`config.mk`:
```
export PLATFORM = sky130hd
export DESIGN_NAME = mem_access_stage
export DESIGN_NICKNAME = d
export VERILOG_FILES = /design/src/rtl/mem_stage_pkg.sv /design/src/rtl/mem_lane_align.sv /design/src/rtl/mem_access_stage.sv
export SDC_FILE = /design/constraint.sdc
export NUM_CORES = 1
export LEC_CHECK = 0
export ABC_AREA = 1
export BUFFER_PORTS_ARGS = -buffer_cell sky130_fd_sc_hd__buf_2
export CORE_MARGIN = 5
export CORE_UTILIZATION = 34
export DETAILED_ROUTE_END_ITERATION = 6
export GPL_ROUTABILITY_DRIVEN = 1
export PLACE_DENSITY_LB_ADDON = 0.2
export REMOVE_ABC_BUFFERS = 1
export SLEW_MARGIN = 20
export SYNTH_ARGS = -nofsm -noshare
export SYNTH_HDL_FRONTEND = slang
export SYNTH_SLANG_ARGS = --single-unit
```
`constraint.sdc`:
```
create_clock -name clk -period 6.1 [get_ports clk]
set_clock_uncertainty 0.2 [all_clocks]
set_input_delay 0.305 -clock clk [delete_from_list [all_inputs] [get_ports clk]]
set_output_delay 0.305 -clock clk [all_outputs]
set_load 0.05 [all_outputs]
```
`src/rtl/mem_stage_pkg.sv`:
```
// Shared types and constants for the EX->MEM stage.
package mem_stage_pkg;

  localparam int unsigned DATA_W = 32;
  localparam int unsigned REG_W  = 5;
  localparam int unsigned OPC_W  = 6;
  localparam int unsigned BE_W   = 4;

  localparam logic [OPC_W-1:0] OP_SPECIAL = 6'b000000;
  localparam logic [OPC_W-1:0] OP_ADDI    = 6'b001000;
  localparam logic [OPC_W-1:0] OP_LB      = 6'b100000;
  localparam logic [OPC_W-1:0] OP_LH      = 6'b100001;
  localparam logic [OPC_W-1:0] OP_LW      = 6'b100011;
  localparam logic [OPC_W-1:0] OP_LBU     = 6'b100100;
  localparam logic [OPC_W-1:0] OP_LHU     = 6'b100101;
  localparam logic [OPC_W-1:0] OP_SB      = 6'b101000;
  localparam logic [OPC_W-1:0] OP_SH      = 6'b101001;
  localparam logic [OPC_W-1:0] OP_SW      = 6'b101011;

  localparam logic [5:0] FN_ADD = 6'b100000;
  localparam logic [5:0] FN_SUB = 6'b100010;

  typedef enum logic [1:0] {IDLE, REQ, WAIT} state_e;
  typedef enum logic [1:0] {SZ_B, SZ_H, SZ_W} size_e;

  // Memory-access attributes carried from accept to completion.
  typedef struct packed {
    logic  is_load;
    logic  is_store;
    size_e size;
    logic  sign;
  } mem_op_t;

  // Classify an opcode as load/store with its access size and extension.
  function automatic mem_op_t decode_mem(input logic [OPC_W-1:0] opcode);
    mem_op_t m;
    m = '{is_load: 1'b0, is_store: 1'b0, size: SZ_W, sign: 1'b0};
    case (opcode)
      OP_LW:   m.is_load = 1'b1;
      OP_LH:   begin m.is_load = 1'b1; m.size = SZ_H; m.sign = 1'b1; end
      OP_LHU:  begin m.is_load = 1'b1; m.size = SZ_H; end
      OP_LB:   begin m.is_load = 1'b1; m.size = SZ_B; m.sign = 1'b1; end
      OP_LBU:  begin m.is_load = 1'b1; m.size = SZ_B; end
      OP_SW:   m.is_store = 1'b1;
      OP_SH:   begin m.is_store = 1'b1; m.size = SZ_H; end
      OP_SB:   begin m.is_store = 1'b1; m.size = SZ_B; end
      default: ;
    endcase
    return m;
  endfunction

endpackage

```
`src/rtl/mem_lane_align.sv`:
```
// Byte-lane steering: store byte enables / data replication and load extract / extend.
module mem_lane_align
  import mem_stage_pkg::*;
(
  input  size_e       st_size,
  input  logic [1:0]  st_addr_lo,
  input  logic [31:0] st_data,
  input  size_e       ld_size,
  input  logic        ld_sign,
  input  logic [1:0]  ld_addr_lo,
  input  logic [31:0] rdata,
  output logic [3:0]  be_c,
  output logic [31:0] wdata_c,
  output logic [31:0] ld_data_c
);

  logic [31:0] shifted;

  // Store side: lane enables and data replicated into every lane.
  always_comb begin
    be_c    = 4'b1111;
    wdata_c = st_data;
    case (st_size)
      SZ_B: begin
        be_c    = 4'(1) << st_addr_lo;
        wdata_c = {4{st_data[7:0]}};
      end
      SZ_H: begin
        be_c    = st_addr_lo[1] ? 4'b1100 : 4'b0011;
        wdata_c = {2{st_data[15:0]}};
      end
      default: ;
    endcase
  end

  // Load side: shift the addressed lane down, then sign- or zero-extend.
  always_comb begin
    shifted   = rdata >> {ld_addr_lo, 3'b000};
    ld_data_c = rdata;
    case (ld_size)
      SZ_B: ld_data_c = ld_sign ? {{24{shifted[7]}}, shifted[7:0]}
                                : {24'h0, shifted[7:0]};
      SZ_H: ld_data_c = ld_sign ? {{16{shifted[15]}}, shifted[15:0]}
                                : {16'h0, shifted[15:0]};
      default: ;
    endcase
  end

endmodule

```
`src/rtl/mem_access_stage.sv`:
```
// EX->MEM stage: writeback for ALU ops, req/gnt/rvalid data-memory access for ld/st.
// Optional feature macro: MEM_ALIGN_TRAP_EN (trap misaligned half/word accesses).
module mem_access_stage
  import mem_stage_pkg::*;
#(
  parameter int unsigned AW = 32
) (
  input  logic          clk,
  input  logic          rst_n,
  input  logic          ex_valid,
  output logic          ex_ready,
  input  logic [31:0]   ex_instr,
  input  logic [31:0]   ex_result,
  input  logic [2:0]    ex_flags,
  input  logic [31:0]   ex_store_data,
  input  logic [4:0]    ex_dest,
  input  logic          flush,
  output logic          dmem_req,
  output logic          dmem_we,
  output logic [3:0]    dmem_be,
  output logic [AW-1:0] dmem_addr,
  output logic [31:0]   dmem_wdata,
  input  logic          dmem_gnt,
  input  logic          dmem_rvalid,
  input  logic [31:0]   dmem_rdata,
  output logic          wb_valid,
  output logic          wb_we,
  output logic [4:0]    wb_dest,
  output logic [31:0]   wb_data,
  output logic          exc_ovf,
  output logic          exc_misalign
);

  state_e state, state_nxt;

  logic [OPC_W-1:0] opcode;
  logic [5:0]       func;
  mem_op_t          cur_op, op_q, op_d;
  logic             is_mem, accept, ovf, branch, trap;
  logic [AW-1:0]    addr_mask, addr_aligned;
  logic [REG_W-1:0] dest_q, dest_d;
  logic [1:0]       addr_lo_q, addr_lo_d;
  logic             kill_q, kill_d;

  logic              dmem_req_d, dmem_we_d;
  logic [BE_W-1:0]   dmem_be_d;
  logic [AW-1:0]     dmem_addr_d;
  logic [DATA_W-1:0] dmem_wdata_d;
  logic              wb_valid_d, wb_we_d;
  logic [REG_W-1:0]  wb_dest_d;
  logic [DATA_W-1:0] wb_data_d;
  logic              exc_ovf_d, exc_mis_d;

  logic [3:0]        be_c;
  logic [31:0]       wdata_c, ld_data_c;

  logic unused_bits;
  assign unused_bits = ^{ex_instr[25:6], ex_flags[2:1]};

  assign opcode = ex_instr[31:26];
  assign func   = ex_instr[5:0];
  assign cur_op = decode_mem(opcode);
  assign is_mem = cur_op.is_load | cur_op.is_store;
  assign accept = ex_valid & (state == IDLE) & ~flush;
  assign branch = (opcode[5:1] == 5'b00010);
  assign ovf    = ex_flags[0] & ((opcode == OP_ADDI) |
                  ((opcode == OP_SPECIAL) & ((func == FN_ADD) | (func == FN_SUB))));

  // Half/word accesses ignore (or trap on) the low address bits.
  always_comb begin
    addr_mask = '0;
    case (cur_op.size)
      SZ_W:    addr_mask = AW'(3);
      SZ_H:    addr_mask = AW'(1);
      default: ;
    endcase
  end
  assign addr_aligned = ex_result[AW-1:0] & ~addr_mask;

`ifdef MEM_ALIGN_TRAP_EN
  assign trap = is_mem & (((cur_op.size == SZ_H) & ex_result[0]) |
                          ((cur_op.size == SZ_W) & (ex_result[1:0] != 2'b00)));
`else
  assign trap = 1'b0;
`endif

  mem_lane_align u_align (
    .st_size    (cur_op.size),
    .st_addr_lo (addr_aligned[1:0]),
    .st_data    (ex_store_data),
    .ld_size    (op_q.size),
    .ld_sign    (op_q.sign),
    .ld_addr_lo (addr_lo_q),
    .rdata      (dmem_rdata),
    .be_c       (be_c),
    .wdata_c    (wdata_c),
    .ld_data_c  (ld_data_c)
  );

  // State register.
  always_ff @(posedge clk or negedge rst_n) begin
    if (!rst_n) state <= IDLE;
    else        state <= state_nxt;
  end

  // Next-state logic.
  always_comb begin
    state_nxt = state;
    case (state)
      IDLE: if (accept && is_mem && !trap) state_nxt = REQ;
      REQ: begin
        if (dmem_gnt)   state_nxt = op_q.is_store ? IDLE : WAIT;
        else if (flush) state_nxt = IDLE;
      end
      WAIT: if (dmem_rvalid) state_nxt = IDLE;
      default: state_nxt = IDLE;
    endcase
  end

  // Next values of the registered outputs and held access context.
  always_comb begin
    dmem_req_d   = dmem_req;
    dmem_we_d    = dmem_we;
    dmem_be_d    = dmem_be;
    dmem_addr_d  = dmem_addr;
    dmem_wdata_d = dmem_wdata;
    wb_valid_d   = 1'b0;
    wb_we_d      = 1'b0;
    wb_dest_d    = wb_dest;
    wb_data_d    = wb_data;
    exc_ovf_d    = 1'b0;
    exc_mis_d    = 1'b0;
    op_d         = op_q;
    dest_d       = dest_q;
    addr_lo_d    = addr_lo_q;
    kill_d       = kill_q;
    case (state)
      IDLE: begin
        if (accept) begin
          if (!is_mem) begin
            wb_valid_d = 1'b1;
            wb_we_d    = (ex_dest != 5'd0) & ~branch & ~ovf;
            wb_dest_d  = ex_dest;
            wb_data_d  = ex_result;
            exc_ovf_d  = ovf;
          end else if (trap) begin
            wb_valid_d = 1'b1;
            wb_dest_d  = ex_dest;
            wb_data_d  = ex_result;
            exc_mis_d  = 1'b1;
          end else begin
            dmem_req_d   = 1'b1;
            dmem_we_d    = cur_op.is_store;
            dmem_be_d    = be_c;
            dmem_addr_d  = addr_aligned;
            dmem_wdata_d = wdata_c;
            op_d         = cur_op;
            dest_d       = ex_dest;
            addr_lo_d    = addr_aligned[1:0];
            kill_d       = 1'b0;
          end
        end
      end
      REQ: begin
        if (dmem_gnt) begin
          // A granted access has happened; a same-cycle flush only hides its result.
          dmem_req_d = 1'b0;
          kill_d     = flush;
          if (op_q.is_store && !flush) begin
            wb_valid_d = 1'b1;
            wb_dest_d  = dest_q;
          end
        end else if (flush) begin
          dmem_req_d = 1'b0;
        end
      end
      WAIT: begin
        if (flush) kill_d = 1'b1;
        if (dmem_rvalid && !kill_q && !flush) begin
          wb_valid_d = 1'b1;
          wb_we_d    = (dest_q != 5'd0);
          wb_dest_d  = dest_q;
          wb_data_d  = ld_data_c;
        end
      end
      default: ;
    endcase
  end

  // Output and context registers.
  always_ff @(posedge clk or negedge rst_n) begin
    if (!rst_n) begin
      ex_ready   <= 1'b1;
      dmem_req   <= 1'b0;
      dmem_we    <= 1'b0;
      dmem_be    <= '0;
      dmem_addr  <= '0;
      dmem_wdata <= '0;
      wb_valid   <= 1'b0;
      wb_we      <= 1'b0;
      wb_dest    <= '0;
      wb_data    <= '0;
      exc_ovf    <= 1'b0;
      op_q       <= '{is_load: 1'b0, is_store: 1'b0, size: SZ_W, sign: 1'b0};
      dest_q     <= '0;
      addr_lo_q  <= '0;
      kill_q     <= 1'b0;
    end else begin
      ex_ready   <= (state_nxt == IDLE);
      dmem_req   <= dmem_req_d;
      dmem_we    <= dmem_we_d;
      dmem_be    <= dmem_be_d;
      dmem_addr  <= dmem_addr_d;
      dmem_wdata <= dmem_wdata_d;
      wb_valid   <= wb_valid_d;
      wb_we      <= wb_we_d;
      wb_dest    <= wb_dest_d;
      wb_data    <= wb_data_d;
      exc_ovf    <= exc_ovf_d;
      op_q       <= op_d;
      dest_q     <= dest_d;
      addr_lo_q  <= addr_lo_d;
      kill_q     <= kill_d;
    end
  end

`ifdef MEM_ALIGN_TRAP_EN
  // Misalignment exception pulse.
  always_ff @(posedge clk or negedge rst_n) begin
    if (!rst_n) exc_misalign <= 1'b0;
    else        exc_misalign <= exc_mis_d;
  end
`else
  logic unused_mis;
  assign unused_mis   = exc_mis_d;
  assign exc_misalign = 1'b0;
`endif

endmodule
```
Word-level counts from Yosys, hierarchy flattened
Index checks and enable logic that the tools add are counted.

cells by class
  eq/ne operators = 25
  reductions and logical operators = 26
  shifts and indexed selects = 2
  muxes and demuxes = 50
  bitwise operators = 14

operator list
  cell                                           count
  one-hot mux 32 bit (2 select lines)            3
  two-way mux 32 bit                             5
  == test 6 bit, second input constant           10
  AND 32 bit                                     1
  inverter 32 bit                                1
  right shift 32 x 5 -> 16 bit                   1
  two-way mux 5 bit                              5
  two-way mux 1 bit                              22
  one-hot mux 5 bit (3 select lines)             1
  != test 2 bit, second input constant           7
  two-way mux 2 bit                              5
  nonzero test 5 bit                             2
  OR reduction 3 bit                             3
  zero test 2 bit                                4
  one-hot mux 2 bit (2 select lines)             2
  one-hot mux 4 bit (2 select lines)             1
  AND reduction 4 bit                            2
  AND 1 bit                                      6
  == test 2 x 1 -> 1 bit, second input constant  3
  == test 6 x 4 -> 1 bit, second input constant  1
  zero test 6 bit                                1
  one-hot mux 1 bit (3 select lines)             2
  one-hot mux 2 bit (3 select lines)             1
  AND reduction 6 bit                            1
  other kinds (16)                               27

word-level totals
  register bits = 124
  logic and storage cells = 134
  input port bits = 142
  output and inout bits = 112

Logic depth before layout (Yosys ltp)
Gate-level depths: netlist of run 1.

  depth after elaboration = 10
  depth in mapped cells = 11

Cells and area by module
Synthesis of run 1 repeated with hierarchy kept, for this count alone.

second synthesis, totals
  cell total of the unflattened synthesis = 865
  area total of the unflattened synthesis = 6,676.4 µm²

modules (own cells, without submodules)
  module            instances  area an instance (µm²)  cells an instance  seq. area each (µm²)
  mem_access_stage  1          5,417.7                 597                3,055.4
  mem_lane_align    1          1,258.7                 268                0.0

Least setup slack after synthesis of run 1
OpenSTA, ideal clock, no wires.

  path kind = register to register
  from = reg dmem_addr[1] (netlist name)
  to = reg wb_data[22]
  required time = 5,782 ps
  arrival time = 1,721 ps
  clock period less this slack = 2,038 ps
  setup time = 118 ps
  path buffers = 1
  cell stages (with the launch flop) = 9
  path slack = 4,062 ps
  cell sequence = dfrtp_1 -> clkinv_1 -> o21ai_0 -> o21ai_0 -> nand3_1 -> buf_2 -> nand3_1 -> nand2_1 -> nand2_1

RTL lines
  item                    RTL line                 RTL
  end signal: assignment  mem_access_stage.sv:218  wb_data <= wb_data_d;
  end: declaration        mem_access_stage.sv:29   output logic [31:0] wb_data,

Worst setup path after layout of run 1
  from = reg state[1]
  to = reg dmem_addr[10]

on the way
  cells in the longest elaborated chain, start to end = 4

ends and longest elaborated chain
  item                                    RTL line                                         RTL
  start: declaration                      mem_access_stage.sv:34                           state_e state, state_nxt;
  start signal: assignment                mem_access_stage.sv:103                          else state <= state_nxt;
  zero test 2 bit *                       mem_access_stage.sv:64, mem_access_stage.sv:137
  AND 1 bit (2 in series)                 mem_access_stage.sv:64                           assign accept = ex_valid & (state == IDLE) & ~flush;
  AND reduction 3 bit (no source line) *  -
  end signal: assignment                  mem_access_stage.sv:213                          dmem_addr <= dmem_addr_d;
  end: declaration                        mem_access_stage.sv:21                           output logic [AW-1:0] dmem_addr,

Mark *: on every way between the ends. The rest lies on a longest branch, timed or not.
A chain may end at the register's enable or synchronous reset.

==> results of run 1 <==
[what timing repair did]
action	in CTS	in global routing
hold endpoints to repair	104	0
resized for setup	0	0
hold buffers	47	0
setup buffers	0	0
[critical path, cell delays in order, from the launching register on]
cell and delay, ps:
dfrtp_1 430, inv_1 100, ha_1 280, nand2_1 130, nor2_1 230, nand2_4 580, inv_2 850, buf_4 400
nand2_1 100, nand2_1 70
[synth_stat cells, drive strengths merged]
library cell / number / area [um^2]
nor2: 94 / 357.8
nand2: 397 / 1493
buf: 28 / 156.4
clkbuf: 19 / 72.56
conb: 1 / 3.750
inv: 41 / 153.9
dfstp: 2 / 52.55
nand4: 9 / 56.30
a21oi: 35 / 175.2
o211ai: 10 / 75.07
ha: 4 / 50.05
nor3: 2 / 15.01
o21ai: 64 / 320.3
dfrtp: 120 / 3003
o41ai: 1 / 8.760
clkinv: 2 / 12.51
nand3: 61 / 305.3
or2: 2 / 12.51
o21bai: 2 / 15.01
a21boi: 1 / 7.510
nand3b: 1 / 7.510
o22ai: 1 / 6.260
[cell families (layout without fill, tap and decap cells)]
logic type | after synthesis | after routing | share of synthesized area
other | 1 | 4 | 0.0005896
and+or+nand+nor | 566 | 566 | 0.3533
DFF | 122 | 122 | 0.4804
buffers and inverters | 90 | 354 | 0.06216
adders and majority gates | 4 | 4 | 0.007870
AOI/OAI and AO/OA | 114 | 114 | 0.09561
[area by class of cell]
type | count | area share
Antenna cell | 3 | 0.0008668
Clock buffer | 22 | 0.05360
Timing Repair Buffer | 280 | 0.1908
Inverter | 43 | 0.01921
Clock inverter | 9 | 0.01127
Sequential cell | 122 | 0.3528
Tap cell | 234 | 0.03381
Multi-Input combinational cell | 685 | 0.3376
[worst paths after layout]
check	slack, ps	to
worst max-delay path	2660	dmem_addr[10]
worst min-delay path	9	dmem_addr[3]
worst max register to register	2660	dmem_addr[10]
worst min register to register	260	kill_q
max in group asynchronous	4160	dmem_addr[7]
min in group asynchronous	210	dmem_addr[2]
[report_power, final]
part	switching, mW	internal, mW	total, mW
Combinational	2.04	0.617	2.66
Sequential	0.243	1.20	1.44
Clock	0.368	0.616	0.984
Total	2.66	2.43	5.09
[sequential cells by signal, indices dropped and copies added, names as in the netlist]
signal / cells
dmem_addr: 32
dmem_wdata: 32
wb_data: 32
dest_q: 5
wb_dest: 5
dmem_be: 4
op_q: 4
state: 2
dmem_req: 1
ex_ready: 1
exc_ovf: 1
kill_q: 1
wb_valid: 1
wb_we: 1
[layer usage]
layer | GRT usage | up-vias | wire length (um)
met4 | 0.05362 | 2 | 307
met2 | 0.3213 | 202 | 9410
met1 | 0.2614 | 3026 | 9644
li1 | - | 3345 | -
met3 | 0.06323 | 20 | 1704
met5 | 0 | - | 20
[per-stage QoR]
stage / area [um^2] / setup slack, ps / instances / total power, mW / utilization
final: 8661 / 2662 / 1398 / 5.088 / 0.4661
after global routing: 8656 / 2212 / 1396 / 5.438 / 0.4659
after CTS: 8648 / 2568 / 1395 / 5.150 / 0.4655
after detailed placement: 7616 / 2580 / 1317 / 4.116 / 0.4099
after global placement: 7616 / 2594 / 1317 / 4.092 / 0.4099
after floorplan: 6131 / 2419 / 850 / 3.393 / -
==> metrics, run 1 <==
Crit. End Element flop; Congestion Overflow GR 0; hold crit path type in -> reg; Tcrit/Tclk final 0.5636; PD cells 587.5 mW/mm^2; r2r startpoint state[1]; CTS tree built; count of final max-slew check failures 0; Hold Path Cell Cnt 3; synth warn 0; DRC 0; arrival time worst endpoint 3580 ps; first-pass GRT wire length 34.87 mm; cell count after synthesis 897; share of cells above drive strength 1 0.2377; synth unique cells 32; Die Width 146.8 um; cts bufs inserted 17; worst hold slack 8.963 ps; Max Freq 290.9 MHz; Setup Crit Path Kind reg -> reg; Worst-path clk slew 60 ps; HP Start ex_result[3]; clock sink count 122; antenna violations before repair 2; largest net degree at the start of global routing 94; vias in the first global route 6680; Worst-Skew Late Latency 410 ps; clock buffer depth 2; max-cap check violation count 0; GRT Util Overall 0.1998; Clock H-tree levels 4; row count 50; Max VDD drop 0.0002894 V; setup TNS 0 ps; RSZ-0062 raised after global routing false; Max-Slew Margin vs Limit 0.3297; register area 0.003055 mm^2; critical path launch point type flop; Via density 4.717; status completed; initial core utilization 0.3423; drt wl/cell 15.08 um; Setup Viol. Count Final 0; Post-DP HPWL 14.54 mm; Die Y-Extent 146.8 um; Synth Cell Area 0.006360 mm^2; drt pass-1 iters 4; Total Wirelength 21.09 mm; Lkg Pwr 4.817 nW; die area 0.02154 mm^2; post-synthesis register bit count 122; WP data required 6250 ps; vias 6595; # IOs 254; Routed Antenna Nets 0; Avg Inst Size Synth 7.090 um^2; commonest non-fill, non-tap cells in the layout 394 x nand2_1, 228 x buf_2, 120 x dfrtp_1; final hold vios 0; crit path max fanout 93; footprint of the multi-input gates 0.002924 mm^2; Tightest Pin Transition 1005 ps; Seq/Total Area, Yosys 0.4804; drt initial violations 372; commonest non-fill, non-tap cell in the layout nand2_1; synthesis-to-layout area growth 36.18%; number of I/O port buffers 229; clock root cell clkbuf_16; Worst Setup SP state[1]; core footprint 0.01858 mm^2; Placer Congestion 0.8120; Filler Cell Count 1938; Tmin final 3438 ps; R2R depth 9; fin nets 1295
Note: power is estimated with default switching activity, not from simulation.
==> run 2, diff against run 1 <==
==> constraint.sdc (replaced) <==
create_clock -name clk -period 2.85 [get_ports clk]
set_clock_uncertainty 0.2 [all_clocks]
set_input_delay 0.1425 -clock clk [delete_from_list [all_inputs] [get_ports clk]]
set_output_delay 0.1425 -clock clk [all_outputs]
set_load 0.05 [all_outputs]
==> metrics, run 2 (synthesis gave the netlist of run 1 again) <==
Routed Antenna Nets 0; PD cells 1165 mW/mm^2; Max VDD drop 0.0006651 V; commonest non-fill, non-tap cell in the layout nand2_1; core footprint 0.01858 mm^2; number of I/O port buffers 229; fin nets 1382; Tightest Pin Transition 853.1 ps; drt initial violations 279; critical path launch point type input pin; Flop pwr share 0.271; Setup Crit Path Kind in -> reg; Via density 4.766; R2R depth 11; Filler Cell Count 1819; P_sw 5.768 mW; count of final max-slew check failures 0; commonest non-fill, non-tap cells in the layout 394 x nand2_1, 228 x buf_2, 121 x dlygate4sd3_1; Logic pwr share 0.537; synthesis-to-layout area growth 49.71%; r2r startpoint state[1]; Worst-Skew Late Latency 410 ps; Tmin final 2736 ps; Die Width 146.8 um; HP Start ex_instr[26]; clock root cell clkbuf_16; Final Cell Area 0.009522 mm^2; setup TNS 0 ps; drt pass-1 iters 7; DRC 0; Congestion Overflow GR 0; antenna cells 0; share of cells above drive strength 1 0.2330; row count 50; CTS tree built; final hold vios 0; R2R Setup Slk 460 ps; worst hold slack 9.351 ps; clock buffer depth 2; initial core utilization 0.3423; die area 0.02154 mm^2; crit path max fanout 4; Tcrit/Tclk final 0.9600; placed instance area 0.007739 mm^2; Total Wirelength 22.27 mm; Placer Congestion 0.8285; RSZ-0062 raised after global routing false; Max Freq 365.5 MHz; switching share of power 0.5199; cts bufs inserted 17; largest net degree at the start of global routing 85; antenna violations before repair 0; # IOs 254; first-pass GRT wire length 36.40 mm; fin util 0.5125; Crit. End Element flop; Post-CTS Setup Bufs 0; GRT Util Overall 0.2071; Clock H-tree levels 4; Worst-path clk slew 60 ps; Setup Viol. Count Final 0; max-cap check violation count 0; vias 7068; Lkg Pwr 5.186 nW; top flop regs dmem_addr: 32 flops, dmem_wdata: 32 flops, wb_data: 32 flops; P_int 5.326 mW; Hold Crit Endpoint dmem_addr[0]; status completed; Post-DP HPWL 15.04 mm; clock sink count 122; Die Y-Extent 146.8 um; vias in the first global route 7062; worst r2r dst dmem_be[2]; Hold Path Cell Cnt 4; Clock power frac 0.192; hold crit path type in -> reg; drt wl/cell 15.01 um; total design power 11.09 mW; WP data required 2990 ps; arrival time worst endpoint 2870 ps; Max-Slew Margin vs Limit 0.4313
[run 2: worst max-delay path by stage]
stage,start,endpoint,slack (ps),cells past startpoint
detailed placement,state[1],dmem_be[2],460,11
global route,ex_instr[27],exc_ovf,10,10
global placement,state[1],dmem_be[2],480,11
finish,ex_instr[27],exc_ovf,110,10
floorplan,state[1],dmem_be[2],-830,10
CTS,ex_instr[27],exc_ovf,140,10
[run 2: layout make-up]
type | instances | area (um^2) | area share
Clock buffer | 20 | 446.7 | 0.04691
Tap cell | 234 | 292.8 | 0.03075
Inverter | 43 | 166.4 | 0.01748
Multi-Input combinational cell | 685 | 2919 | 0.3066
Timing Repair Buffer | 367 | 2516 | 0.2643
Clock inverter | 12 | 125.1 | 0.01314
Sequential cell | 122 | 3055 | 0.3209
[run 2: through the flow]
step,setup WS (ps),instances
6_report,113.9,1483
5_1_grt,9.587,1483
4_1_cts,142.0,1483
3_5_place_dp,464.1,1330
3_3_place_gp,482.9,1330
2_1_floorplan,-831.0,850
[run 2: what timing repair did]
| action | CTS | global route |
|---|---|---|
| hold buffers | 121 | 0 |
| hold endpoints to repair | 199 | 0 |
| gates resized for setup | 0 | 0 |
[run 2: metal layers]
layer / up-vias / share of wire / GRT usage
met5: - / 0 / 0
met3: 19 / 0.080 / 0.05768
met2: 254 / 0.46 / 0.3427
li1: 3532 / - / -
met4: 0 / 0.013 / 0.05550
met1: 3263 / 0.44 / 0.2679
[run 2: power by group through the flow]
| stage | combinational (mW) | sequential, mW | clock [mW] |
|---|---|---|---|
| after floorplan | 1.60 | 5.66 | 0 |
| after global placement | 5.82 | 3.00 | 0 |
| after detailed placement | 5.86 | 3.00 | 0 |
| after CTS | 6.01 | 3.00 | 2.18 |
| after global routing | 6.43 | 3.12 | 2.27 |
| final | 5.96 | 3.00 | 2.13 |
[run 2: worst max-delay path, stage by stage]
cell and delay, ps:
dlygate4sd3_1 540, buf_2 150, inv_1 80, nand3_1 70, dlygate4sd3_1 550, nor2_1 70, dlygate4sd3_1 550, nand2_1 70
dlygate4sd3_1 560, nor2_1 90
==> run 3, diff against run 2 <==
--- a/config.mk
+++ b/config.mk
@@ -7,7 +7,7 @@
 export LEC_CHECK = 0
 export ABC_AREA = 1
 export BUFFER_PORTS_ARGS = -buffer_cell sky130_fd_sc_hd__buf_2
-export CORE_MARGIN = 5
+export CORE_MARGIN = 2
 export CORE_UTILIZATION = 34
 export DETAILED_ROUTE_END_ITERATION = 6
 export GPL_ROUTABILITY_DRIVEN = 1
@@ -16,4 +16,5 @@
 export SLEW_MARGIN = 20
 export SYNTH_ARGS = -nofsm -noshare
 export SYNTH_HDL_FRONTEND = slang
+export SYNTH_HIERARCHICAL = 1
 export SYNTH_SLANG_ARGS = --single-unit
==> metrics, run 3 <==
number of I/O port buffers 229; commonest non-fill, non-tap cell in the layout nand2_1; Synth top cells by count 407 x nand2_1, 120 x dfrtp_1, 61 x o21ai_0; Max Freq 364.7 MHz; Post-CTS Setup Bufs 0; arrival time worst endpoint 2870 ps; synth unique cells 36; RSZ-0062 raised after global routing true; row count 51; critical path launch point type flop; Primary FF master, synth dfrtp_1; crit-path most repeated cell dlygate4sd3_1; R2R depth 8; # IOs 254; WP data required 2980 ps; post-place setup slack 565.8 ps; commonest non-fill, non-tap cells in the layout 406 x nand2_1, 228 x buf_2, 121 x dlygate4sd3_1; Hold Path Cell Cnt 5; Worst Path Buf+Inv 3; Die Width 144.1 um; worst setup margin 108.4 ps; max-cap check violation count 0; Max-Slew Margin vs Limit 0.5279; Worst-Skew Late Latency 410 ps; crit-path cells inv_1, ha_4, nand3_4, dlygate4sd3_1, nor2_1, nand4_1, dlygate4sd3_1, o21ai_0; Die Y-Extent 144.1 um; Setup Viol. Count Final 0; Congestion Overflow GR 0; drt pass-1 iters 5; register area 0.003055 mm^2; synth top area cells dfrtp_1 45%, nand2_1 23%, mux2i_1 4.8%; DRC 0; clock buffer depth 2; CTS tree built; post-synthesis register bit count 122; share of cells above drive strength 1 0.2624; Slowest-stage cell, CP dlygate4sd3_1; Tcrit/Tclk final 0.9620; top flop regs dmem_addr: 32 flops, dmem_wdata: 32 flops, wb_data: 32 flops; Avg Inst Size Synth 7.718 um^2; drt initial violations 313; Synth top area share 0.4498; Tightest Pin Transition 708.1 ps; first-pass GRT wire length 34.53 mm; status completed; cell count after synthesis 865; Levels on crit path 8; R2R Setup Slk 110 ps; synth warn 6; Worst-path clk slew 60 ps; synthesis-to-layout area growth 47.04%; setup TNS 0 ps; clock sink count 122; Crit. End Element flop; most frequent cell after synthesis nand2_1; Post-synth ARST share 1.000; Post-DP HPWL 14.05 mm; hold crit path type in -> reg; final hold vios 0; Max VDD drop 0.0004974 V; clock root cell clkbuf_16; biggest cell delay along the critical path 600 ps; fin nets 1341; critical path's top delay family buffers and inverters; die area 0.02077 mm^2; Placer Congestion 0.7850; core footprint 0.01933 mm^2; drt wl/cell 14.44 um; crit path max fanout 8; Lkg Pwr 5.212 nW; footprint of the multi-input gates 0.003110 mm^2; Routed Antenna Nets 0; Seq/Total Area, Yosys 0.4576; Filler Cell Count 1912; vias 6726; antenna cells 0; Synth Cell Area 0.006676 mm^2; initial core utilization 0.3453; Total Wirelength 21.28 mm; GRT Util Overall 0.2103; Setup Crit Path Kind reg -> reg; count of final max-slew check failures 0; Post-synth EDFFs 0; antenna violations before repair 0; Via density 4.566; largest area contributor in the netlist dfrtp_1; Clock H-tree levels 4; worst hold slack 29.75 ps; PD cells 1132 mW/mm^2; largest net degree at the start of global routing 85; cts bufs inserted 17; vias in the first global route 6737; Tmin final 2742 ps
==> run 3: cell families after synthesis <==
group / synth area share
AOI/OAI and AO/OA: 0.08602
adders and majority gates: 0.007497
buffers and inverters: 0.08246
DFF: 0.4576
muxes: 0.04798
other: 0.0005617
and+or+nand+nor: 0.3178
==> run 3: final cells by class <==
| class | count | share of cell area |
|---|---|---|
| timing repair buffer | 364 | 0.2577 |
| inverter | 37 | 0.01491 |
| clock buffer | 19 | 0.04614 |
| sequential | 122 | 0.3112 |
| multi-input combinational | 653 | 0.3168 |
| clock inverter | 13 | 0.01937 |
| tap | 265 | 0.03378 |
==> run 3: layer usage <==
layer | wire [um] | part of all wire | vias to the layer above | global-route usage
met1 | 9902 | 0.47 | 3094 | 0.2847
met2 | 9749 | 0.46 | 204 | 0.3393
met4 | 193 | 0.0091 | 0 | 0.04905
met3 | 1430 | 0.067 | 18 | 0.05430
li1 | - | - | 3410 | -
met5 | 0 | 0 | - | 0
==> run 3: timing repair <==
action,CTS,global route
setup endpoints to repair,0,10
hold buffers,122,0
resized for setup,0,8
hold endpoints to repair,231,0
==> run 3: through the flow <==
step                  util  area (um^2)  cells  power [mW]
finish              0.5077         9817   1473       11.11
global route        0.5077         9817   1473       11.80
CTS                 0.5057         9778   1473       11.18
detailed placement  0.4088         7904   1319       8.566
global placement    0.4088         7904   1319       8.513
floorplan                -         6272    812       7.145
==> run 3: power breakdown <==
part	internal, mW	total [mW]	switching [mW]
Combinational	1.48	5.72	4.25
Clock	1.52	2.40	0.879
Sequential	2.55	2.99	0.442
Total	5.54	11.1	5.57
==> run 3: worst register-to-register path, cell delays in order, from the launching register on <==
cell           delay (ps)
dfrtp_1               420
inv_1                 150
ha_4                  220
nand3_4               100
dlygate4sd3_1         600
nor2_1                210
nand4_1               120
dlygate4sd3_1         580
o21ai_0                80
==> run 3: path summary, 6_finish.rpt <==
check,end,from
max,wb_we,state[0]
min,wb_data[21],dmem_rdata[21]
max reg2reg,wb_we,state[0]
min reg2reg,dmem_addr[27],dmem_addr[27]
max in group asynchronous,op_q[2],rst_n
min in group asynchronous,wb_data[22],rst_n
